<file path="config.mk">
export PLATFORM = sky130hd
export DESIGN_NAME = audio_gain_stage
export DESIGN_NICKNAME = d
export VERILOG_FILES = /design/src/rtl/audio_pkg.sv /design/src/rtl/audio_sat_mul.sv /design/src/rtl/audio_gain_stage.sv
export SDC_FILE = /design/constraint.sdc
export NUM_CORES = 1
export LEC_CHECK = 0
export BUFFER_PORTS_ARGS = -buffer_cell sky130_fd_sc_hd__buf_2
export CAP_MARGIN = 20
export CORE_MARGIN = 1.5
export CORE_UTILIZATION = 49
export CTS_CLUSTER_SIZE = 30
export DETAILED_ROUTE_END_ITERATION = 10
export PLACE_DENSITY = 0.71
export SLEW_MARGIN = 20
export SYNTH_ARGS = -nofsm -noshare
export SYNTH_HDL_FRONTEND = slang
export SYNTH_HIERARCHICAL = 1
export SYNTH_SLANG_ARGS = --single-unit
</file>
<file path="constraint.sdc">
create_clock -name clk_100 -period 7.09 [get_ports clk_100]
set_input_delay 0.709 -clock clk_100 [delete_from_list [all_inputs] [get_ports clk_100]]
set_output_delay 0.709 -clock clk_100 [all_outputs]
set_load 0.02 [all_outputs]
</file>
<file path="src/rtl/audio_pkg.sv">
// -----------------------------------------------------------------------------
// audio_pkg
// Shared definitions for the audio gain stage: sample width and limits, gain
// fixed-point format, the FSM state encoding and a magnitude helper used by
// the optional peak meter.
// -----------------------------------------------------------------------------
package audio_pkg;

   localparam int SAMPLE_W   = 24;
   localparam int GAIN_UNITY = 128;   // unsigned Q1.7 value for 1.0
   localparam int GAIN_FRAC  = 7;     // fractional bits of the gain

   localparam logic signed [SAMPLE_W-1:0] SAMPLE_MAX = 24'sh7FFFFF;
   localparam logic signed [SAMPLE_W-1:0] SAMPLE_MIN = 24'sh800000;

   typedef enum logic [1:0] {
      IDLE  = 2'd0,
      MUL_L = 2'd1,
      MUL_R = 2'd2,
      DONE  = 2'd3
   } audio_state_e;

   // Magnitude of a signed sample, truncated to SAMPLE_W-1 bits. The most
   // negative sample has no positive twin, so it reports full scale instead.
   function automatic logic [SAMPLE_W-2:0] mag_sat(input logic signed [SAMPLE_W-1:0] s);
      logic [SAMPLE_W-2:0] m;
      if (s == SAMPLE_MIN) begin
         m = {(SAMPLE_W-1){1'b1}};
      end else if (s[SAMPLE_W-1]) begin
         // two's complement negate; |s| < 2^(SAMPLE_W-1) so the low bits suffice
         m = (~s[SAMPLE_W-2:0]) + {{(SAMPLE_W-2){1'b0}}, 1'b1};
      end else begin
         m = s[SAMPLE_W-2:0];
      end
      return m;
   endfunction

endpackage

</file>
<file path="src/rtl/audio_sat_mul.sv">
// -----------------------------------------------------------------------------
// audio_sat_mul
// Combinational gain multiply: signed sample times unsigned Q1.7 gain, then an
// arithmetic shift right by GAIN_FRAC (rounds toward -inf) and saturation to
// the signed SAMPLE_W range.
//   sample : signed input sample
//   gain   : unsigned Q1.7 gain
//   result : saturated, scaled sample
//   sat    : high when result was clamped
// -----------------------------------------------------------------------------
module audio_sat_mul
   import audio_pkg::*;
#(
   parameter int GAIN_W = 8
) (
   input  logic signed [SAMPLE_W-1:0] sample,
   input  logic        [GAIN_W-1:0]   gain,
   output logic signed [SAMPLE_W-1:0] result,
   output logic                       sat
);

   localparam int PROD_W = SAMPLE_W + GAIN_W + 1;

   logic signed [PROD_W-1:0]        prod_s;
   logic signed [PROD_W-1:0]        shifted_s;
   logic        [PROD_W-SAMPLE_W:0] high_s;

   // Multiply, scale and clamp to the sample range.
   always_comb begin
      prod_s    = sample * $signed({1'b0, gain});
      shifted_s = prod_s >>> GAIN_FRAC;
      // The value fits when every bit from the sample sign bit upward agrees.
      high_s    = shifted_s[PROD_W-1:SAMPLE_W-1];
      result    = shifted_s[SAMPLE_W-1:0];
      sat       = 1'b0;
      if ((&high_s) || (~|high_s)) begin
         result = shifted_s[SAMPLE_W-1:0];
         sat    = 1'b0;
      end else if (shifted_s[PROD_W-1]) begin
         result = SAMPLE_MIN;
         sat    = 1'b1;
      end else begin
         result = SAMPLE_MAX;
         sat    = 1'b1;
      end
   end

endmodule

</file>
<file path="src/rtl/audio_gain_stage.sv">
// -----------------------------------------------------------------------------
// audio_gain_stage
// Stereo gain stage with ramped (click-free) gain changes, mute, saturation
// flagging and an optional peak meter. One shared multiplier processes the
// left channel then the right channel; results appear 3 clocks after the
// sample strobe.
//
// Optional feature: define AUDIO_GAIN_PEAK_EN to build the peak meter. Without
// it peak_level is constant 0 and peak_clr is ignored.
//
// Ports
//   clk_100        : block clock
//   rst_n          : asynchronous active-low reset
//   line_in_l/r    : signed input samples, valid while new_sample is high
//   new_sample     : one-cycle input strobe
//   gain_target    : requested gain (unsigned Q1.7)
//   mute           : forces the ramp target to 0
//   hphone_l/r     : signed processed samples, held between strobes
//   hphone_l_valid : one-cycle strobe when hphone_l/r update
//   gain_cur       : gain currently applied
//   overrun        : sticky, a sample arrived while busy
//   clip           : a channel saturated, qualified by hphone_l_valid
//   peak_clr       : clears peak_level
//   peak_level     : peak output magnitude since the last clear
// -----------------------------------------------------------------------------
module audio_gain_stage
   import audio_pkg::*;
#(
   parameter int unsigned RAMP_STEP = 1,
   parameter int          GAIN_W    = 8
) (
   input  logic                       clk_100,
   input  logic                       rst_n,
   input  logic signed [SAMPLE_W-1:0] line_in_l,
   input  logic signed [SAMPLE_W-1:0] line_in_r,
   input  logic                       new_sample,
   input  logic        [GAIN_W-1:0]   gain_target,
   input  logic                       mute,
   output logic signed [SAMPLE_W-1:0] hphone_l,
   output logic signed [SAMPLE_W-1:0] hphone_r,
   output logic                       hphone_l_valid,
   output logic        [GAIN_W-1:0]   gain_cur,
   output logic                       overrun,
   output logic                       clip,
   input  logic                       peak_clr,
   output logic        [SAMPLE_W-2:0] peak_level
);

   localparam logic [GAIN_W:0] STEP_EXT = RAMP_STEP[GAIN_W:0];

   audio_state_e               state_r;
   logic signed [SAMPLE_W-1:0] samp_l_r;
   logic signed [SAMPLE_W-1:0] samp_r_r;
   logic signed [SAMPLE_W-1:0] res_l_r;
   logic signed [SAMPLE_W-1:0] res_r_r;
   logic                       sat_l_r;
   logic                       sat_r_r;
   logic signed [SAMPLE_W-1:0] hphone_l_r;
   logic signed [SAMPLE_W-1:0] hphone_r_r;
   logic                       valid_r;
   logic                       clip_r;
   logic                       overrun_r;
   logic        [GAIN_W-1:0]   gain_cur_r;

   logic        [GAIN_W-1:0]   eff_s;
   logic        [GAIN_W:0]     gap_s;
   logic        [GAIN_W-1:0]   gain_next_s;
   logic signed [SAMPLE_W-1:0] mul_in_s;
   logic signed [SAMPLE_W-1:0] mul_res_s;
   logic                       mul_sat_s;

   // Next gain: step toward the effective target without overshooting it.
   always_comb begin
      eff_s       = mute ? {GAIN_W{1'b0}} : gain_target;
      gap_s       = {(GAIN_W+1){1'b0}};
      gain_next_s = gain_cur_r;
      if (gain_cur_r < eff_s) begin
         gap_s = {1'b0, eff_s} - {1'b0, gain_cur_r};
         if (gap_s > STEP_EXT) begin
            gain_next_s = gain_cur_r + STEP_EXT[GAIN_W-1:0];
         end else begin
            gain_next_s = eff_s;
         end
      end else if (gain_cur_r > eff_s) begin
         gap_s = {1'b0, gain_cur_r} - {1'b0, eff_s};
         if (gap_s > STEP_EXT) begin
            gain_next_s = gain_cur_r - STEP_EXT[GAIN_W-1:0];
         end else begin
            gain_next_s = eff_s;
         end
      end else begin
         gain_next_s = gain_cur_r;
      end
   end

   // Shared multiplier input: right channel only in MUL_R.
   always_comb begin
      mul_in_s = samp_l_r;
      if (state_r == MUL_R) begin
         mul_in_s = samp_r_r;
      end else begin
         mul_in_s = samp_l_r;
      end
   end

   audio_sat_mul #(
      .GAIN_W (GAIN_W)
   ) u_sat_mul (
      .sample (mul_in_s),
      .gain   (gain_cur_r),
      .result (mul_res_s),
      .sat    (mul_sat_s)
   );

   // Sequencer: accept, multiply left, multiply right, publish.
   always_ff @(posedge clk_100 or negedge rst_n) begin
      if (!rst_n) begin
         state_r    <= IDLE;
         samp_l_r   <= {SAMPLE_W{1'b0}};
         samp_r_r   <= {SAMPLE_W{1'b0}};
         res_l_r    <= {SAMPLE_W{1'b0}};
         res_r_r    <= {SAMPLE_W{1'b0}};
         sat_l_r    <= 1'b0;
         sat_r_r    <= 1'b0;
         hphone_l_r <= {SAMPLE_W{1'b0}};
         hphone_r_r <= {SAMPLE_W{1'b0}};
         valid_r    <= 1'b0;
         clip_r     <= 1'b0;
         overrun_r  <= 1'b0;
         gain_cur_r <= {GAIN_W{1'b0}};
      end else begin
         valid_r <= 1'b0;
         clip_r  <= 1'b0;
         // A strobe while busy is dropped; only the sticky flag records it.
         if (new_sample && (state_r != IDLE)) begin
            overrun_r <= 1'b1;
         end
         case (state_r)
            IDLE: begin
               if (new_sample) begin
                  samp_l_r   <= line_in_l;
                  samp_r_r   <= line_in_r;
                  gain_cur_r <= gain_next_s;
                  state_r    <= MUL_L;
               end
            end
            MUL_L: begin
               res_l_r <= mul_res_s;
               sat_l_r <= mul_sat_s;
               state_r <= MUL_R;
            end
            MUL_R: begin
               res_r_r <= mul_res_s;
               sat_r_r <= mul_sat_s;
               state_r <= DONE;
            end
            DONE: begin
               hphone_l_r <= res_l_r;
               hphone_r_r <= res_r_r;
               valid_r    <= 1'b1;
               clip_r     <= sat_l_r | sat_r_r;
               state_r    <= IDLE;
            end
            default: begin
               state_r <= IDLE;
            end
         endcase
      end
   end

   assign hphone_l       = hphone_l_r;
   assign hphone_r       = hphone_r_r;
   assign hphone_l_valid = valid_r;
   assign clip           = clip_r;
   assign overrun        = overrun_r;
   assign gain_cur       = gain_cur_r;

`ifdef AUDIO_GAIN_PEAK_EN
   logic [SAMPLE_W-2:0] peak_r;
   logic [SAMPLE_W-2:0] mag_l_s;
   logic [SAMPLE_W-2:0] mag_r_s;
   logic [SAMPLE_W-2:0] peak_next_s;

   // Largest of the running peak and both channel magnitudes being published.
   always_comb begin
      mag_l_s     = mag_sat(res_l_r);
      mag_r_s     = mag_sat(res_r_r);
      peak_next_s = (mag_l_s > peak_r) ? mag_l_s : peak_r;
      peak_next_s = (mag_r_s > peak_next_s) ? mag_r_s : peak_next_s;
   end

   // Peak register: clear wins over an update in the same cycle.
   always_ff @(posedge clk_100 or negedge rst_n) begin
      if (!rst_n) begin
         peak_r <= {(SAMPLE_W-1){1'b0}};
      end else if (peak_clr) begin
         peak_r <= {(SAMPLE_W-1){1'b0}};
      end else if (state_r == DONE) begin
         peak_r <= peak_next_s;
      end
   end

   assign peak_level = peak_r;
`else
   logic peak_clr_unused_s;

   assign peak_clr_unused_s = peak_clr;
   assign peak_level        = {(SAMPLE_W-1){1'b0}};
`endif

endmodule

</file>
==> results.rst <==
.. list-table::
   :header-rows: 1

   * - Metric
     - Value
   * - Outcome
     - finished clean
   * - Met2 track demand over resource
     - 40.33%
   * - Vias in the first global route
     - 11,278
   * - TritonCTS clock tree
     - done
   * - Placed Instances
     - 1,920
   * - Detailed-route wire length per cell
     - 16.37 µm
   * - Quantity of hold-fixing buffers added after cts
     - 0
   * - Final Net Count
     - 1,851
   * - Global router's overall resource usage
     - 21.79%
   * - Worst Tran Pin Value
     - 0.9916 ns
   * - Sequential fraction of the synthesis area
     - 26.96%
   * - Post-synthesis sequential element count
     - 159
   * - Worst EP arrival
     - 7.14 ns
   * - Type of the setup path with the least slack
     - register to register
   * - Number of max-cap violations
     - 0
   * - Antenna violations before repair
     - 0
   * - Finished Layout Cells
     - 1,954
   * - Wire length of the first global-routing pass
     - 54.08 mm
   * - First-pass iteration count of the detailed router
     - 5
   * - Clk Latency, worst-skew pair
     - 0.44 ns
   * - Final setup violation count
     - 0
   * - Synthesis-to-layout area growth
     - 10.47%
   * - Number of routed nets with antenna violations
     - 0
   * - Critical path capture point type
     - register
   * - Most common cell in the netlist
     - sky130_fd_sc_hd__inv_1
   * - Fin Setup TNS
     - 0 ns
   * - Slowest cell on the critical path
     - sky130_fd_sc_hd__fa_1
   * - Max Root-Sink Buffers
     - 2
   * - Area of the die
     - 31,170 µm²
   * - Worst stage delay on the critical path
     - 0.54 ns
   * - Worst slew margin relative to its limit
     - 33.89%
   * - GR met1 Demand/Resource
     - 25.24%
   * - Crit start category
     - register
   * - Largest net degree at the start of global routing
     - 94
   * - Crit path top cell by count
     - sky130_fd_sc_hd__fa_1
   * - Post-route core utilization
     - 55.00%
   * - Starting utilization of the core area
     - 49.79%
   * - Post-synth EDFFs
     - 0
   * - Post-synth top area share
     - 26.96%
   * - Clock input transition at the sequential cells of the worst setup and hold paths
     - 0.06 ns
   * - Layout cell share with drive strength beyond 1
     - 23.85%
   * - Overflow left after global routing
     - 0
   * - Number of buffer cells added on primary ports
     - 118
   * - Top cells by area, synth
     - sky130_fd_sc_hd__dfrtp_1, sky130_fd_sc_hd__fa_1, sky130_fd_sc_hd__mux2_2, sky130_fd_sc_hd__ha_1, sky130_fd_sc_hd__inv_1
   * - Number of hold-slack violations in the final timing report
     - 0
   * - Largest delay contributor family on the critical path
     - adder cells
   * - Final Cycle Share
     - 96.37%
   * - Via count
     - 10,439
   * - Leading post-synthesis cells by instance count
     - sky130_fd_sc_hd__inv_1, sky130_fd_sc_hd__mux2_2, sky130_fd_sc_hd__dfrtp_1, sky130_fd_sc_hd__fa_1, sky130_fd_sc_hd__nand2_1
   * - Fill cell count
     - 2,637
   * - Clock tree skew after final layout
     - 0.01244 ns
   * - Number of instances in the synthesized netlist
     - 1,452
   * - Buffers & Inverters on Critical Path
     - 5
   * - Sequence of cells on the critical path
     - inv_1 > ha_2 > buf_12 > mux2_2 > and2_1 > fa_1 > fa_1 > inv_1 > fa_1 > fa_1 > inv_1 > ha_1 > a21o_1 > a21o_1 > a2111oi_4 > a211oi_2 > o31ai_4 > a21o_4 > a211oi_2 > or4_1 > buf_12 > a21o_1 > mux2_2
   * - HPWL after detailed placement
     - 24.34 mm
   * - Number of rows in the core area
     - 63
   * - Cell variety after synth
     - 77
   * - Clk root buf
     - sky130_fd_sc_hd__clkbuf_16
   * - IO Count
     - 143
   * - Avg Synthesized Cell Area
     - 10.16 µm²
   * - Summed instance area of the synthesized netlist
     - 14,760 µm²
   * - Number of levels the H-tree was split into
     - 4
   * - Chip width
     - 176.5 µm
   * - Critical path data required time
     - 7.40 ns
   * - Iter 0 DRT Violations
     - 573
   * - Die Ht
     - 176.5 µm
   * - Vias/cell
     - 5.342
   * - Time the final worst path needs with I/O delays and setup
     - 6.833 ns
   * - Class of the tightest hold or removal check
     - input pin to async pin
   * - Max-slew violation total from the final report
     - 0
   * - Total core area
     - 29,640 µm²
   * - Top cell type by total area after synthesis
     - sky130_fd_sc_hd__dfrtp_1
   * - Highest attainable clock frequency
     - 146.4 MHz
   * - Share of synthesized flip-flops with an asynchronous set or reset
     - 100.0%
   * - Clock sinks
     - 159
   * - Maximum fanout encountered on the critical timing path
     - 20
   * - CTS buffer count
     - 17
   * - Weighted congestion at the end of routability-driven global placement
     - 0.8647
   * - Primary flip-flop cell chosen by synthesis mapping
     - sky130_fd_sc_hd__dfrtp_1
   * - Met3 Usage GRT
     - 3.079%
   * - Warning count from the yosys run
     - 6
   * - Residual DRC
     - 0
   * - DRT Wirelength
     - 31.98 mm
   * - Busiest layer in global routing
     - met2
   * - Diode count
     - 0
## cell families after synthesis
kind of cell,share of synthesized area [%]
AO/OA/AOI/OAI,9.132
XOR/XNOR,2.196
adder cells (fa/ha/maj),27.95
buffers and inverters,8.801
flip-flops,26.96
multiplexers,13.11
other,0.02541
AND/OR/NAND/NOR,11.83
## sequential cells by signal (all words and copies together) (netlist names), 2 cells and up
| name | count |
|---|---|
| hphone_l | 24 |
| res_l_r | 24 |
| state_r | 2 |
| samp_l_r | 24 |
| hphone_r | 24 |
| gain_cur | 8 |
| samp_r_r | 24 |
| res_r_r | 24 |
## metrics by stage
stage	hold slack (ns)	setup WS, ns	instance area, µm²
CTS	0.3739	0.1899	16260
detailed placement	0.4740	0.2149	15680
finish	0.3453	0.2571	16300
global placement	0.4643	0.3190	15670
global route	0.4105	-0.003547	16300
floorplan	0.4134	0.3269	14840
## worst paths after layout
kind | start | to | slack (ns) | depth (start not counted)
setup reg to reg | state_r[0] | res_r_r[5] | 0.26 | 23
min in group clk_100 | sat_l_r | clip | 0.48 | 1
setup / recovery | state_r[0] | res_r_r[5] | 0.26 | 23
hold reg to reg | sat_l_r | clip | 0.48 | 1
hold / removal | rst_n | hphone_r[3] | 0.35 | 1
max in group asynchronous | rst_n | samp_l_r[22] | 5.35 | 2
## per-layer routing
metal  routed length [µm]  share of wire, %  vias up
li1                     -                 -     4871
met1                13070                41     5301
met2                17070                53      210
met3                  928               2.9       57
met4                  908               2.8        0
met5                    0                 0        -
## what timing repair did
item / in CTS / in global routing
endpoints found under the setup margin: 0 / 46
gates resized for setup: 0 / 7
buffers inserted: 0 / 1
## final cells by class
class	instances	area [µm²]	area share [%]
tap	390	488.0	2.993
multi-input combinational	1003	9608	58.94
clock buffer	21	450.4	2.763
clock inverter	11	128.9	0.7905
sequential	159	3979	24.41
inverter	230	863.3	5.296
timing repair buffer	140	784.5	4.812
## cell usage in the layout (no fill, tap or decap), types with 32 or more instances in the layout
cell	instances
sky130_fd_sc_hd__inv_1	229
sky130_fd_sc_hd__mux2_2	170
sky130_fd_sc_hd__dfrtp_1	159
sky130_fd_sc_hd__fa_1	150
sky130_fd_sc_hd__nand2_1	134
sky130_fd_sc_hd__buf_2	118
sky130_fd_sc_hd__and2_1	99
sky130_fd_sc_hd__ha_1	86
sky130_fd_sc_hd__a21oi_1	49
sky130_fd_sc_hd__nor2_1	32
Power is left out: the tool's default activity adds up to more than one toggle a clock period on the data nets, which glitch-free logic cannot reach.
